File: src/rtl/pong_pkg.sv
// Shared types and helpers for the Pong round controller: state and winner encodings,
// score saturation limit.
package pong_pkg;

    typedef enum logic [2:0] {
        ST_IDLE  = 3'd0,
        ST_SERVE = 3'd1,
        ST_PLAY  = 3'd2,
        ST_POINT = 3'd3,
        ST_PAUSE = 3'd4,
        ST_OVER  = 3'd5
    } state_e;

    typedef enum logic [1:0] {
        WIN_NONE = 2'b00,
        WIN_P1   = 2'b01,
        WIN_P2   = 2'b10,
        WIN_DRAW = 2'b11
    } winner_e;

    localparam logic [3:0] SCORE_MAX = 4'd9;

    function automatic logic [3:0] score_inc(input logic [3:0] s);
        return (s >= SCORE_MAX) ? s : s + 4'd1;
    endfunction

    function automatic winner_e winner_of(input logic [3:0] s1, input logic [3:0] s2);
        if (s1 > s2) begin
            return WIN_P1;
        end else if (s2 > s1) begin
            return WIN_P2;
        end
        return WIN_DRAW;
    endfunction

endpackage

File: src/rtl/sec_hold_counter.sv
// Seconds hold counter shared by the serve countdown, point hold and match-over hold.
// load wins over tick, so a tick arriving with the load is never counted.
module sec_hold_counter (
    input  logic       clk,
    input  logic       rst,
    input  logic       load,
    input  logic [3:0] value,
    input  logic       tick,
    output logic       done,
    output logic [3:0] count
);

    logic [3:0] count_q;
    logic [3:0] count_d;

    always_comb begin
        count_d = count_q;
        if (load) begin
            count_d = value;
        end else if (tick && (count_q != 4'd0)) begin
            count_d = count_q - 4'd1;
        end
    end

    always_ff @(posedge clk) begin
        if (rst) begin
            count_q <= 4'd0;
        end else begin
            count_q <= count_d;
        end
    end

    // done does not look at load, which keeps the controller's load logic loop-free
    assign done  = tick && (count_q == 4'd1);
    assign count = count_q;

endmodule

File: src/rtl/match_sequencer.sv
// Round-level controller for the Pong datapath: serve countdown, rally, point hold, pause
// and match end. Optional macro DEUCE_RULE_EN adds the win-by-two rule (9 always wins).
module match_sequencer #(
    parameter int WIN_SCORE = 7,
    parameter int SERVE_SEC = 3,
    parameter int POINT_SEC = 2,
    parameter int OVER_SEC  = 2
) (
    input  logic       clk,
    input  logic       rst,
    input  logic       tick_1hz,
    input  logic       start,
    input  logic       pause_btn,
    input  logic       miss1,
    input  logic       miss2,
    input  logic       timer_zero,
    output logic       stop,
    output logic       launch,
    output logic       serve_side,
    output logic [3:0] countdown,
    output logic [3:0] score1,
    output logic [3:0] score2,
    output logic [1:0] winner,
    output logic [2:0] state
);
    import pong_pkg::*;

    localparam logic [3:0] WIN_S   = 4'(WIN_SCORE);
    localparam logic [3:0] SERVE_S = 4'(SERVE_SEC);
    localparam logic [3:0] POINT_S = 4'(POINT_SEC);
    localparam logic [3:0] OVER_S  = 4'(OVER_SEC);

    state_e     state_q, state_d;
    logic       saved_serve_q, saved_serve_d;
    winner_e    scorer_q, scorer_d;
    winner_e    winner_q, winner_d;
    logic       stop_q, stop_d;
    logic       launch_q, launch_d;
    logic       serve_side_q, serve_side_d;
    logic [3:0] countdown_q, countdown_d;
    logic [3:0] score1_q, score1_d;
    logic [3:0] score2_q, score2_d;

    logic       cnt_load;
    logic [3:0] cnt_value;
    logic       cnt_tick;
    logic       cnt_done;
    logic [3:0] cnt_count;
    logic [3:0] scorer_pts;
    logic       scorer_won;

    // Ticks only reach the counter in held states; a pause press in SERVE takes priority
    assign cnt_tick = tick_1hz && (((state_q == ST_SERVE) && !pause_btn) ||
                                   (state_q == ST_POINT) || (state_q == ST_OVER));

    sec_hold_counter u_hold (
        .clk   (clk),
        .rst   (rst),
        .load  (cnt_load),
        .value (cnt_value),
        .tick  (cnt_tick),
        .done  (cnt_done),
        .count (cnt_count)
    );

`ifdef DEUCE_RULE_EN
    logic [3:0] other_pts;
`endif

    always_comb begin
        scorer_pts = (scorer_q == WIN_P1) ? score1_q : score2_q;
`ifdef DEUCE_RULE_EN
        other_pts  = (scorer_q == WIN_P1) ? score2_q : score1_q;
        scorer_won = (scorer_q != WIN_NONE) &&
                     ((scorer_pts == SCORE_MAX) ||
                      ((scorer_pts >= WIN_S) &&
                       ({1'b0, scorer_pts} >= ({1'b0, other_pts} + 5'd2))));
`else
        scorer_won = (scorer_q != WIN_NONE) && (scorer_pts >= WIN_S);
`endif
    end

    always_comb begin
        state_d       = state_q;
        saved_serve_d = saved_serve_q;
        scorer_d      = scorer_q;
        winner_d      = winner_q;
        launch_d      = 1'b0;
        serve_side_d  = serve_side_q;
        countdown_d   = countdown_q;
        score1_d      = score1_q;
        score2_d      = score2_q;
        cnt_load      = 1'b0;
        cnt_value     = SERVE_S;

        case (state_q)
            ST_IDLE: begin
                score1_d = 4'd0;
                score2_d = 4'd0;
                winner_d = WIN_NONE;
                if (start) begin
                    state_d      = ST_SERVE;
                    countdown_d  = SERVE_S;
                    serve_side_d = 1'b0;
                    cnt_load     = 1'b1;
                    cnt_value    = SERVE_S;
                end
            end
            ST_SERVE: begin
                if (pause_btn) begin
                    state_d       = ST_PAUSE;
                    saved_serve_d = 1'b1;
                end else if (cnt_done) begin
                    state_d     = ST_PLAY;
                    launch_d    = 1'b1;
                    countdown_d = 4'd0;
                end else if (tick_1hz) begin
                    countdown_d = cnt_count - 4'd1;
                end
            end
            ST_PLAY: begin
                if (timer_zero) begin
                    state_d   = ST_OVER;
                    winner_d  = winner_of(score1_q, score2_q);
                    cnt_load  = 1'b1;
                    cnt_value = OVER_S;
                end else if (pause_btn) begin
                    state_d       = ST_PAUSE;
                    saved_serve_d = 1'b0;
                end else if (miss1 || miss2) begin
                    state_d   = ST_POINT;
                    cnt_load  = 1'b1;
                    cnt_value = POINT_S;
                    scorer_d  = WIN_NONE;
                    if (miss1 && !miss2) begin
                        score2_d     = score_inc(score2_q);
                        serve_side_d = 1'b0;
                        scorer_d     = WIN_P2;
                    end else if (miss2 && !miss1) begin
                        score1_d     = score_inc(score1_q);
                        serve_side_d = 1'b1;
                        scorer_d     = WIN_P1;
                    end
                end
            end
            ST_POINT: begin
                if (cnt_done) begin
                    cnt_load = 1'b1;
                    if (scorer_won) begin
                        state_d   = ST_OVER;
                        winner_d  = winner_of(score1_q, score2_q);
                        cnt_value = OVER_S;
                    end else begin
                        state_d     = ST_SERVE;
                        countdown_d = SERVE_S;
                        cnt_value   = SERVE_S;
                    end
                end
            end
            ST_PAUSE: begin
                if (pause_btn) begin
                    state_d = saved_serve_q ? ST_SERVE : ST_PLAY;
                end
            end
            ST_OVER: begin
                if (cnt_done) begin
                    state_d      = ST_IDLE;
                    score1_d     = 4'd0;
                    score2_d     = 4'd0;
                    winner_d     = WIN_NONE;
                    serve_side_d = 1'b0;
                end
            end
            default: begin
                state_d = ST_IDLE;
            end
        endcase

        stop_d = (state_d != ST_PLAY);
    end

    always_ff @(posedge clk) begin
        if (rst) begin
            state_q       <= ST_IDLE;
            saved_serve_q <= 1'b0;
            scorer_q      <= WIN_NONE;
            winner_q      <= WIN_NONE;
            stop_q        <= 1'b1;
            launch_q      <= 1'b0;
            serve_side_q  <= 1'b0;
            countdown_q   <= 4'd0;
            score1_q      <= 4'd0;
            score2_q      <= 4'd0;
        end else begin
            state_q       <= state_d;
            saved_serve_q <= saved_serve_d;
            scorer_q      <= scorer_d;
            winner_q      <= winner_d;
            stop_q        <= stop_d;
            launch_q      <= launch_d;
            serve_side_q  <= serve_side_d;
            countdown_q   <= countdown_d;
            score1_q      <= score1_d;
            score2_q      <= score2_d;
        end
    end

    assign stop       = stop_q;
    assign launch     = launch_q;
    assign serve_side = serve_side_q;
    assign countdown  = countdown_q;
    assign score1     = score1_q;
    assign score2     = score2_q;
    assign winner     = winner_q;
    assign state      = state_q;

endmodule

File: config.mk
export PLATFORM = sky130hd
export DESIGN_NAME = match_sequencer
export DESIGN_NICKNAME = d
export VERILOG_FILES = /design/src/rtl/pong_pkg.sv /design/src/rtl/sec_hold_counter.sv /design/src/rtl/match_sequencer.sv
export SDC_FILE = /design/constraint.sdc
export NUM_CORES = 1
export LEC_CHECK = 0
export ABC_AREA = 1
export CAP_MARGIN = 40
export CORE_ASPECT_RATIO = 0.8
export CORE_MARGIN = 1.5
export CORE_UTILIZATION = 54
export DETAILED_ROUTE_END_ITERATION = 8
export PLACE_DENSITY_LB_ADDON = 0.25
export REMOVE_ABC_BUFFERS = 1
export SLEW_MARGIN = 10
export SYNTH_ARGS = -nofsm -noshare
export SYNTH_HDL_FRONTEND = slang
export SYNTH_SLANG_ARGS = --single-unit
File: constraint.sdc
create_clock -name clk -period 1.6 [get_ports clk]
set_input_delay 0.32 -clock clk [delete_from_list [all_inputs] [get_ports clk]]
set_output_delay 0.32 -clock clk [all_outputs]
set_load 0.01 [all_outputs]
==> results.txt <==
vias in the first global route: 1731
Synthesis Warnings: 0
Hold Path Depth: 2
CTS tree: built
Clk network pwr share: 0.224
CTS root buf: clkbuf_8
CTS buffer count: 3
setup ws final: -0.0697 ns
Critical Path Source Type: flop
Net Sw Power: 0.000645 W
die area: 0.00374 mm²
CP Class: flop to flop
drt wl/cell: 14.1 µm
Pwr Density: 715 mW/mm²
Yosys cell types: 31
CP arrival: 1.89 ns
Register-to-Register Path Depth: 10
Reg-to-Reg Start: state[2]
First DRT Iteration DRCs: 145
Seq pwr share: 0.408
IO Count: 28
reg2reg end: score1[0]
Post-CTS Hold Buffers: 0
CP Capture Type: flop
GRT Total Usage: 0.273
clk slew on worst S/H paths: 0.10 ns
Final setup viols: 1
Crit path required time: 1.82 ns
Skew-Pair Late Insertion Delay: 0.28 ns
initial antenna violation count: 0
Die Wd: 68.0 µm
violated checks: setup timing
number of diodes: 0
Initial Util: 0.579
combinational share of power: 0.369
Row Count: 18
maximum VDD drop: 0.724 mV
area delta synth->final: 42.0%
ys flop type: dfxtp_1
R2R setup slack: -0.07 ns
area leader, netlist: dfxtp_1
Die H: 55.0 µm
fmax: 599 MHz
top-count cell post-synth: nand2_1
min-delay worst type: flop to flop
Post-Syn Area: 0.00183 mm²
Detail Placement HPWL: 3.53 mm
gate count after technology mapping: 260
Hold Vio Cnt, Final: 0
Remaining DRCs: 0
pin count of the biggest net entering global routing: 17
ANT nets after route: 0
clock tree buffer depth: 2
Synth area leaders: dfxtp_1 30%, nand2_1 10%, ha_1 10%, a21oi_1 7.7%, inv_1 7.0%
Final Max Slew Viols: 0
Core ar.: 0.00315 mm²
fraction of registers with async set/reset: 0
LEAKAGE: 1.24 nW
routed vias/inst: 5.55
routability cong.: 0.922
Switching Fraction: 0.348
Sum Neg Setup Slack: -0.0697 ns
status: complete, but fails checks
Worst Path Max Fanout: 9
Hold Startpoint: scorer_q[0]
Avg Cell Area, Syn: 7.03 µm²
Period Utilization, post-route: 1.04
placed insts: 363
hold endpoint: scorer_q[0]
setup slack at placement: -0.444 ns
Nets: 352
RSZ-0062 raised after global routing: true
clock sink count: 27
EDFF count, synth: 0
Buffers on Ports: 27
TritonRoute pass-1 iters: 5
Total Power: 0.00186 W
Power Internal: 0.00121 W
worst-margin pin slew: 0.407 ns
first-pass GRT wire length: 7.67 mm
FF+latch count, synth: 27
final wirelength: 5.19 mm
top-area cell type share of the netlist area: 0.296
non-filler cells, final: 368
min cycle time layout: 1.67 ns
register area share after synthesis: 0.296
Setup Skew: 0.00755 ns
Relative slew margins: 0.728
layout cell share with drive strength beyond 1: 0.268
commonest cells in the synthesized netlist: 51 x nand2_1, 34 x inv_1, 28 x a21oi_1
via count: 2043
GRT overflow: 0
H-Tree Depth: 1
Max Cap Violations: 0
## how the worst max path moves through the flow
stage,from,endpoint,slack (ns),cells past startpoint
floorplan,state[2],score1[1],-0.22,9
global placement,miss1,score1[1],-0.34,9
detailed placement,miss1,score1[2],-0.44,9
CTS,miss1,score1[0],0.001,10
global route,state[2],score1[0],-0.18,10
finish,state[2],score1[0],-0.07,10
## repair_timing
item / in CTS / in global routing
resized for setup: 18 / 31
cloned: 0 / 0
pin swaps: 3 / 13
setup endpoints to repair: 27 / 27
buffers inserted: 0 / 1
## flip-flops by register name (all words and copies together), names as in the netlist
signal and count:
launch 1, score1 4, serve_side 1, countdown 4, saved_serve_q 1, score2 4, state 3, u_hold.count 4
scorer_q 2, stop 1, winner 2
## cell families after synthesis
logic type | after synthesis | share of synthesized area
adder cells (fa/ha/maj) | 15 | 0.103
flip-flops | 27 | 0.296
XOR/XNOR | 5 | 0.0240
AO/OA/AOI/OAI | 50 | 0.153
AND/OR/NAND/NOR | 121 | 0.321
buffers and inverters | 42 | 0.104
## per-stage QoR
| step | util | hold slack [ns] | cell area, µm² |
|---|---|---|---|
| CTS | 0.786 | 0.461 | 2480 |
| floorplan | - | 0.389 | 1770 |
| global route | 0.823 | 0.502 | 2590 |
| global placement | 0.764 | 0.445 | 2410 |
| finish | 0.823 | 0.470 | 2590 |
| detailed placement | 0.764 | 0.447 | 2410 |
## cell type report
type / instances / area (µm²)
repair buffers: 70 / 614
flip-flops and latches: 27 / 553
clock inverters: 1 / 7.51
well taps: 40 / 50.0
multi-input cells: 191 / 1190
inverters: 36 / 140
fillers: 207 / 559
clock buffers: 3 / 41.3
## metal layers
| layer | global-route usage | vias to the layer above | wire length [µm] |
|---|---|---|---|
| met5 | 0 | - | 0 |
| met4 | 0.0700 | 0 | 238 |
| met3 | 0.0526 | 34 | 457 |
| met2 | 0.448 | 110 | 2310 |
| met1 | 0.370 | 911 | 2180 |
| li1 | - | 988 | - |
## critical path: stages (launching register included)
cell	delay [ns]
dfxtp_2	0.35
buf_4	0.16
nor2_8	0.11
nand2_2	0.07
nand2_2	0.09
nand3_4	0.11
nand2_2	0.20
nand3_2	0.17
nand2_1	0.14
nand2_1	0.08
nor2_1	0.13
## cell usage in the layout, fill, tap and decap left out, drive strengths merged
cell type / count
a21oi: 31
buf: 43
clkbuf: 3
clkdlybuf4s50: 20
clkinvlp: 1
dfxtp: 27
dlygate4sd2: 2
dlymetal6s2s: 5
ha: 15
inv: 36
nand2: 58
nand3: 20
nand3b: 1
nand4: 7
nor2: 27
nor3: 5
nor3b: 1
o211ai: 2
o21a: 1
o21ai: 15
o21bai: 1
or2: 2
xnor2: 4
xor2: 1
## power groups by stage
stage,registers [W],logic [W],clock network [W]
CTS,0.000756,0.000631,0.000409
detailed placement,0.000769,0.000623,0
floorplan,0.000797,0.000321,0
global route,0.000764,0.000755,0.000436
global placement,0.000767,0.000604,0
finish,0.000756,0.000684,0.000415
No activity file was read; power rests on OpenSTA's default activity.
